$ cat src/rtl/flex_serial_to_parallel_sr.sv
// Serial-to-parallel shift register with selectable shift direction, a wrap
// counter that tracks word fill and a registered word-complete pulse.
module flex_serial_to_parallel_sr #(
    parameter int NUM_BITS  = 4,
    parameter bit SHIFT_MSB = 1'b1
) (
    input  logic                            clk,
    input  logic                            n_rst,
    input  logic                            shift_enable,
    input  logic                            serial_in,
    output logic [NUM_BITS-1:0]             parallel_out,
    output logic [$clog2(NUM_BITS+1)-1:0]   bit_count,
    output logic                            word_done
);

    localparam int CW = $clog2(NUM_BITS + 1);
    localparam logic [CW-1:0] LAST_COUNT = CW'(NUM_BITS - 1);

    generate
        if (NUM_BITS < 2) begin : g_bad_width
            $error("flex_serial_to_parallel_sr: NUM_BITS must be at least 2");
        end
    endgenerate

    logic [NUM_BITS-1:0] r_shift;
    logic [CW-1:0]       r_count;
    logic                r_done;

    logic [NUM_BITS-1:0] w_shifted;
    logic                w_last;

    generate
        if (SHIFT_MSB) begin : g_toward_msb
            assign w_shifted = {r_shift[NUM_BITS-2:0], serial_in};
        end else begin : g_toward_lsb
            assign w_shifted = {serial_in, r_shift[NUM_BITS-1:1]};
        end
    endgenerate

    assign w_last = (r_count == LAST_COUNT);

    // Reset polarity is active-high even though the port is named n_rst;
    // the register resets to all ones, the idle-line value of the stream.
    always_ff @(posedge clk or posedge n_rst) begin
        if (n_rst) begin
            r_shift <= '1;
            r_count <= '0;
            r_done  <= 1'b0;
        end else begin
            // NOTE: non-blocking assignments keep every register update in
            // this block based on pre-edge values, regardless of statement order.
            r_done <= 1'b0;
            if (shift_enable) begin
                r_shift <= w_shifted;
                if (w_last) begin
                    r_count <= '0;
                    r_done  <= 1'b1;
                end else begin
                    r_count <= r_count + CW'(1);
                end
            end
        end
    end

    assign parallel_out = r_shift;
    assign bit_count    = r_count;
    assign word_done    = r_done;

endmodule

$ cat config.mk
export PLATFORM = sky130hd
export DESIGN_NAME = flex_serial_to_parallel_sr
export DESIGN_NICKNAME = d
export VERILOG_FILES = /design/src/rtl/flex_serial_to_parallel_sr.sv
export SDC_FILE = /design/constraint.sdc
export NUM_CORES = 1
export LEC_CHECK = 0
export ABC_AREA = 0
export ABC_CLOCK_PERIOD_IN_PS = 3020
export CAP_MARGIN = 0
export CORE_AREA = 2 2 39 41
export CTS_BUF_LIST = sky130_fd_sc_hd__clkbuf_8
export DETAILED_ROUTE_END_ITERATION = 10
export DIE_AREA = 0 0 41 43
export PLACE_DENSITY = 0.54
export SLEW_MARGIN = 20
export SYNTH_ARGS = -nofsm -noshare
export SYNTH_HDL_FRONTEND = slang
export SYNTH_SLANG_ARGS = --single-unit
export TNS_END_PERCENT = 5
$ cat constraint.sdc
create_clock -name clk -period 3.02 [get_ports clk]
set_input_delay 0.604 -clock clk [delete_from_list [all_inputs] [get_ports clk]]
set_output_delay 0.604 -clock clk [all_outputs]
set_load 0.05 [all_outputs]
# Yosys cells after proc, flatten, opt, wreduce, memory -nomap -nowiden
# Index checks and enable logic that the tools add are counted.
dict set report totals {
  ram_bits 0
  mem_count 0
  latchBits 0
  rom_bits 0
  out_inout_bits 8
  register_bits 8
}
dict set report classes {
  bitwise 0
  n_reduce_logical 0
  n_mux 3
  mul 0
  magnitude_cmp 0
  n_shift 0
  eq_ne 1
  addsub 1
  div 0
}
# op n
set op_table {}
lappend op_table {{adder 3 x 1 -> 3 bit (second input constant)} 1}
lappend op_table {{== test 3 x 2 -> 1 bit (second input constant)} 1}
lappend op_table {{two-way mux 3 bit} 1}
lappend op_table {{two-way mux 1 bit} 2}

# Depth between registers and ports, before layout
# Gate-level depths: netlist of the first run.
dict set report logic_depth {
  word_depth 3
  depth_mapped 3
  mapped_depth_nobuf 3
}

# Least setup slack after synthesis of the first run
# OpenSTA, ideal clock, no wires.
dict set report synth_timing {
  path_type {register to register}
  startpoint {register r_count[0], in the netlist bit_count[0]}
  endpoint {register r_count[1], in the netlist bit_count[1]}
  n_path_buf 0
  slack_ns 1.689
  t_required_ns 2.895
  path_stages_with_launch 3
  arrival_time_ns 1.205
  path_cell_list {dfrtp_1 > ha_1 > mux2_4}
}
dict set report synth_via {
  elab_chain_len 2
  word_cells_on_any_way 3
  classes_between {add/sub: 1; eq/ne: 1; mux: 1}
}
# item line_no
set synth_rtl {}
lappend synth_rtl {{start: declaration} 26} ;# logic [CW-1:0] r_count;
lappend synth_rtl {{start signal: assignment} 59} ;# r_count <= r_count + CW'(1);
lappend synth_rtl {{adder 3 x 1 -> 3 bit / == test 3 x 2 -> 1 bit (equally long branches)} {59, 40}}
lappend synth_rtl {{two-way mux 3 bit (*)} 55} ;# if (w_last) begin
# Every way passes the cells marked *; elsewhere a longest branch is shown, timed or not.
# A chain may end at the register's enable or synchronous reset.

# Worst setup path in the final report of the first run
dict set report layout_timing {
  startpoint {register r_shift[1], in the netlist parallel_out[1]}
  endpoint {output parallel_out[1]}
}
# item line_no
set layout_lines {}
lappend layout_lines {{start: declaration} 25} ;# logic [NUM_BITS-1:0] r_shift;
lappend layout_lines {{start signal: assignment} 54} ;# r_shift <= w_shifted;
lappend layout_lines {{end: declaration} 11} ;# output logic [NUM_BITS-1:0] parallel_out,
# No word-level cell between the ends.

==> out/qor.csv, run 1 <==
stage,metric,value,unit
global_route,grt total ovfl,0,
global_route,first-pass GRT wire length,952,um
sta,worst slew pin tran,0.495,ns
setup_path,cells on worst reg2reg path,2,
sta,post-route setup slack,0.863,ns
setup_path,slowest cell on the critical path,clkdlybuf4s50_1,
setup_path,Critical Path Start Type,register,
yosys,Netlist cell types,13,
global_route,vias in the first global route,223,
setup_path,Bufs and invs on worst path,1,
global_route,initial antenna violation count,0,
setup_path,largest stage delay on the critical path,0.80,ns
sta,period utilization,71.4,%
yosys,"EDFF count, synth",0,
sta,Slew HR,66.9,%
cts,H-tree levels,1,
yosys,commonest cells in the netlist,"5 x mux2_4, 4 x dfrtp_1, 4 x dfstp_2",
sta,Final Hold Fails,0,
global_route,pin count of the biggest net entering global routing,9,
yosys,"Avg Cell Area, Syn",15.1,um2
cts,Resize count post-CTS,0,
yosys,cell accounting for the most synthesized area,dfstp_2,
sta,achievable clock frequency,0.464,GHz
cts,CTS Root Cell,clkbuf_8,
setup_path,Crit path max-delay family,buffers and inverters,
yosys,prevailing post-synth register cell,dfstp_2,
min_path,Min-Delay Path Class,reg -> reg,
die,Rows,14,
placement,dpl ws,1.10,ns
sta,RSZ-0062 raised after global routing,no,
die,# IOs,12,
cts,CTS sink count,8,
setup_path,"Data required, critical path",2.42,ns
setup_path,WP data arrival,1.55,ns
setup_path,critical-path cell list,clkdlybuf4s50_1,
yosys,Post-synth ARST share,100,%
routing,Via density,4.13,
min_path,Hold Path Depth,1,
finish,Fill cells,142,
yosys,top cell type's share of synthesized area,30.2,%
routing,detailed-route DRC error count,0,
setup_path,Crit Path Max Fanout,3,
yosys,cells after synthesis,23,
finish,area grow syn2layout,46.0,%
cts,total CTS buffers,3,
global_route,GR Layer Usage met1,11.6,%
setup_path,Reg-to-Reg End,bit_count[1],
setup_path,Reg2Reg Setup Slack,1.94,ns
routing,"antenna viol nets, final",0,
cts,hold buffers post-CTS,0,
outcome,status,"complete, no violations",
die,die area,1760,um2
setup_path,R2R Path Start,bit_count[0],
routing,first drt pass iteration count,2,
min_path,Hold Crit Start,bit_count[2],
routing,First DRT Iteration DRCs,1,
finish,fraction of layout cells with a size suffix above 1,36.1,%
cts,Setup Buffers After CTS,0,
die,Die Height,43,um
placement,gpl congestion,0.517,
placement,placed cell areas,467,um2
yosys,top-count cell post-synth,mux2_4,
global_route,met2 Use GR,10.6,%
finish,post-route cell area,508,um2
setup_path,Worst Setup End Kind,output pin,
yosys,Yosys warnings,0,
global_route,All-Layer GR Usage,7.91,%
finish,Ant. Diodes,0,
yosys,synth top area cells,"dfstp_2 30%, dfrtp_1 29%, mux2_4 22%",
job,MaxCap Viol Count,0,
yosys,"Seq/Total Area, Yosys",59.0,%
cts,CTS tree,built,
sta,Setup TNS,0,ns
power_and_ir_drop,Power per Cell Area,962,nW/um2
routing,DR vias,215,
cts,Bufs on Longest Clock Path,2,
power_and_ir_drop,Leak,0.229,nW
yosys,Post-Syn Area,348,um2
placement,port bufs,11,
global_route,M3 GR Usage,1.57,%
sta,final setup vio count,0,
setup_path,WS Path Type,reg -> out,
sta,Clock Skew,0.0000894,ns
min_path,end of the worst hold path,word_done,
routing,routed len/inst,10.9,um
cts,Worst-path clk slew,0.04,ns
die,Die Wd,41,um
sta,Tmin final,2.16,ns
sta,"Slew Viols, Final",0,
yosys,synthesized net count,28,
cts,"Clk Latency, worst-skew pair",0.22,ns
power_and_ir_drop,worst vdd ir,0.571,mV
yosys,post-synthesis register bit count,8,
die,Core Region,1380,um2
die,Initial Utilization,25.1,%
routing,Detailed Route WL,566,um
finish,Final #Nets,43,
global_route,layer with the highest usage,met1,
-- sequential cells by signal, indices dropped and copies added, names as in the netlist --
register      count
parallel_out      4
bit_count         3
word_done         1
-- how the worst max path moves through the flow --
stage	from	end	slack [ns]	cells after the start
after global placement	parallel_out[2]	parallel_out[2]	1.10	1
after global routing	parallel_out[0]	parallel_out[0]	0.83	1
after CTS	parallel_out[1]	parallel_out[1]	0.85	1
after floorplan	bit_count[0]	bit_count[1]	1.69	2
after detailed placement	parallel_out[1]	parallel_out[1]	1.10	1
final	parallel_out[1]	parallel_out[1]	0.86	1
-- layout by cell type (no fill, tap or decap), drive strengths merged --
cell and n:
dfrtp 4, mux2 5, inv 1, dfstp 4
o21ai 1, and2 1, nand2b 2, ha 1
nand2 1, nor2b 1, clkdlybuf4s50 11, clkbuf 3
nor2 1
-- per-layer routing --
| layer | part of all wire (%) | wire length, um |
|---|---|---|
| met4 | 0 | 0 |
| met3 | 10 | 59 |
| met1 | 46 | 260 |
| met5 | 0 | 0 |
| met2 | 43 | 246 |
-- per-stage QoR --
step | std cells | total power, mW | hold WS [ns] | utilization [%]
after global routing | 52 | 0.516 | 0.495 | 36.7
after detailed placement | 49 | 0.367 | 0.459 | 33.7
after global placement | 49 | 0.364 | 0.456 | 33.7
after floorplan | 23 | 0.306 | 0.417 | -
final | 52 | 0.489 | 0.458 | 36.7
after CTS | 52 | 0.496 | 0.466 | 36.7
-- cell families (layout without fill, tap and decap cells) --
kind of cell,count (synthesis),after routing,share of synthesized area (%)
flip-flops,8,8,59.0
AND/OR/NAND/NOR,6,6,10.1
multiplexers,5,5,21.6
buffers and inverters,2,15,4.32
adder cells (fa/ha/maj),1,1,3.60
AO/OA/AOI/OAI,1,1,1.44
-- power breakdown --
part | internal (mW) | switching, mW | total (mW)
Combinational | 0.0846 | 0.121 | 0.205
Clock | 0.0859 | 0.0373 | 0.123
Sequential | 0.140 | 0.0203 | 0.160
Total | 0.311 | 0.178 | 0.489
-- area by class of cell --
type	count	area, um2	area share [%]
Sequential cell	8	205	40.4
Timing Repair Buffer	11	110	21.7
Tap cell	16	20.0	3.94
Multi-Input combinational cell	13	128	25.1
Inverter	1	3.75	0.739
Clock buffer	3	41.3	8.13
No activity file was read; power rests on OpenSTA's default activity.
==> run 2: changes to the inputs <==
--- a/config.mk
+++ b/config.mk
@@ -6,7 +6,7 @@
 export NUM_CORES = 1
 export LEC_CHECK = 0
 export ABC_AREA = 0
-export ABC_CLOCK_PERIOD_IN_PS = 3020
+export ABC_CLOCK_PERIOD_IN_PS = 2000
 export CAP_MARGIN = 0
 export CORE_AREA = 2 2 39 41
 export CTS_BUF_LIST = sky130_fd_sc_hd__clkbuf_8
==> constraint.sdc (replaced) <==
create_clock -name clk -period 2 [get_ports clk]
set_input_delay 0.4 -clock clk [delete_from_list [all_inputs] [get_ports clk]]
set_output_delay 0.4 -clock clk [all_outputs]
set_load 0.05 [all_outputs]
==> run 2 against run 1 <==
  * Wire length is 11% higher
  * Final area is 1.2% lower
  * First-iteration DRC count fell by 100%
  * Via count down 0.47%
  * Die area is the same
  * Final cell count is 1.9% higher
  * Register-to-register slack got worse by 1.0 ns
  * Count of clock-buffer cells in the layout did not move
  * Setup slack worse by 0.72 ns
  * Clock skew increased by 0.0052 ns
  * Critical endpoint is now bit_count[0]
  * Largest power group unchanged
  * Highest routed layer is now met4
==> out/qor.csv, run 2 (synthesis results as in run 1) <==
stage,metric,value,unit,change
outcome,status,"complete, no violations",,
cts,H-tree levels,1,,unchanged
global_route,All-Layer GR Usage,9.85,%,+1.9 points
placement,gpl congestion,0.541,,+4.5%
finish,Ant. Diodes,0,,unchanged
die,Die Wd,41,um,unchanged
routing,First DRT Iteration DRCs,0,,-1
routing,detailed-route DRC error count,0,,unchanged
setup_path,Crit path max-delay family,buffers and inverters,,
die,Rows,14,,unchanged
setup_path,WP data arrival,1.45,ns,-0.10 ns
routing,Via density,4.04,,-2.3%
cts,Bufs on Longest Clock Path,2,,unchanged
setup_path,Worst Setup End Kind,output pin,,
cts,CTS Root Cell,clkbuf_8,,
finish,Fill cells,150,,+5.6%
job,MaxCap Viol Count,0,,unchanged
sta,Clock Skew,0.00525,ns,+0.00516 ns
global_route,met2 Use GR,14.4,%,+3.7 points
cts,"Clk Latency, worst-skew pair",0.23,ns,about the same
power_and_ir_drop,switch share,37.7,%,+1.2 points
global_route,layer with the highest usage,met2,,
power_and_ir_drop,Comb power frac,41.2,%,-0.8 points
setup_path,Bufs and invs on worst path,1,,unchanged
global_route,initial antenna violation count,0,,unchanged
power_and_ir_drop,Net Switching,0.283,mW,+59%
sta,Tmin final,1.85,ns,
setup_path,critical-path cell list,clkdlybuf4s50_1,,
sta,"Slew Viols, Final",0,,unchanged
die,Die Height,43,um,unchanged
sta,Slew HR,66.8,%,-0.11 points
routing,first drt pass iteration count,1,,-1
routing,DR vias,214,,-0.47%
power_and_ir_drop,Leak,0.238,nW,+4.0%
sta,worst slew pin tran,0.496,ns,+0.00162 ns
sta,period utilization,92.7,%,
cts,Setup Buffers After CTS,0,,unchanged
sta,RSZ-0062 raised after global routing,no,,
placement,dpl ws,0.386,ns,-0.710 ns
die,Initial Utilization,25.1,%,unchanged
cts,Resize count post-CTS,0,,unchanged
sta,final setup vio count,0,,unchanged
routing,Detailed Route WL,629,um,+11%
setup_path,slowest cell on the critical path,clkdlybuf4s50_1,,
finish,"most common cell after layout, fill and taps aside",clkdlybuf4s50_1,,
global_route,vias in the first global route,263,,+18%
finish,max FFs per register,4,,unchanged
sta,Final Hold Fails,0,,unchanged
finish,fraction of layout cells with a size suffix above 1,45.9,%,+9.8 points
min_path,Min-Delay Path Class,in -> async,,
setup_path,largest stage delay on the critical path,0.83,ns,+0.03 ns
finish,area grow syn2layout,44.2,%,
cts,CTS sink count,8,,unchanged
routing,routed len/inst,11.9,um,+9.0%
die,# IOs,12,,unchanged
global_route,GR Layer Usage met1,11.0,%,-0.63 points
finish,most frequent cells in the layout,"7 x clkdlybuf4s50_1, 5 x mux2_4, 4 x dfrtp_1, 4 x dfstp_2, 4 x buf_4",,
power_and_ir_drop,Clk network pwr share,26.3,%,+1.1 points
power_and_ir_drop,sequential power share,32.5,%,-0.3 points
sta,achievable clock frequency,0.540,GHz,
routing,"antenna viol nets, final",0,,unchanged
cts,total CTS buffers,3,,unchanged
die,Core Region,1380,um2,unchanged
cts,hold buffers post-CTS,0,,unchanged
setup_path,Crit Path Max Fanout,4,,+1
sta,Setup TNS,0,ns,unchanged
sta,Hold WS,0.421,ns,-0.0366 ns
global_route,M3 GR Usage,3.14,%,+1.6 points
setup_path,"Data required, critical path",1.60,ns,-0.82 ns
power_and_ir_drop,Power per Cell Area,1500,nW/um2,+56%
finish,Final #Nets,43,,unchanged
global_route,first-pass GRT wire length,1.10,mm,+16%
cts,CTS tree,built,,
die,die area,1760,um2,unchanged
setup_path,Critical Path Start Type,register,,
power_and_ir_drop,final total power,0.751,mW,+54%
power_and_ir_drop,P_int,0.468,mW,+51%
global_route,pin count of the biggest net entering global routing,9,,unchanged
setup_path,WS Path Type,reg -> out,,
power_and_ir_drop,worst vdd ir,0.742,mV,+30%
sta,post-route setup slack,0.147,ns,-0.716 ns
placement,port bufs,11,,unchanged
cts,Worst-path clk slew,0.04,ns,about the same
global_route,grt total ovfl,0,,unchanged
## run 2: cell types whose count changed in the layout (fill, tap and decap cells not counted)
cell and change:
buf_4 +4, clkdlybuf4s50_1 -4, inv_1 +1
## run 2: worst paths after layout
check | start | endpoint | slack (ns) | depth (start not counted)
min in group clk | bit_count[2] | word_done | 0.46 | 1
setup / recovery | bit_count[0] | bit_count[0] | 0.15 | 1
setup reg to reg | bit_count[0] | bit_count[1] | 0.91 | 2
hold reg to reg | bit_count[2] | word_done | 0.46 | 1
max in group asynchronous | n_rst | parallel_out[0] | 1.29 | 2
hold / removal | n_rst | word_done | 0.42 | 2
## run 2: power groups by stage
stage / Combinational, mW / Clock (mW) / Sequential [mW]
floorplan: 0.0847 / 0 / 0.377
global placement: 0.305 / 0 / 0.240
detailed placement: 0.311 / 0 / 0.245
CTS: 0.312 / 0.206 / 0.245
global route: 0.326 / 0.225 / 0.250
finish: 0.310 / 0.197 / 0.244
## run 2: area by class of cell
type	instances	area [um2]	share of cell area (%)
repair buffers	11	100	20.0
well taps	16	20.0	3.99
flip-flops and latches	8	205	40.9
clock buffers	3	41.3	8.23
inverters	1	3.75	0.748
multi-input cells	13	128	25.4
clock inverters	1	3.75	0.748
## run 2: per-layer routing
| layer | up-vias | routed length (um) | part of all wire, % |
|---|---|---|---|
| li1 | 101 | - | - |
| met1 | 101 | 288 | 46 |
| met3 | 2 | 46 | 7.3 |
| met2 | 10 | 291 | 46 |
| met5 | - | 0 | 0 |
| met4 | 0 | 3 | 0.48 |
## run 2: through the flow
step	cell area [um2]	util, %	instances
final	502	36.3	53
after global routing	502	36.3	53
after CTS	502	36.3	53
after detailed placement	457	33.0	49
after global placement	457	33.0	49
after floorplan	348	-	23
## run 2: worst register-to-register path, cell delays in order (launching register included)
cell	delay [ns]
dfrtp_1	0.41
ha_1	0.32
mux2_4	0.25
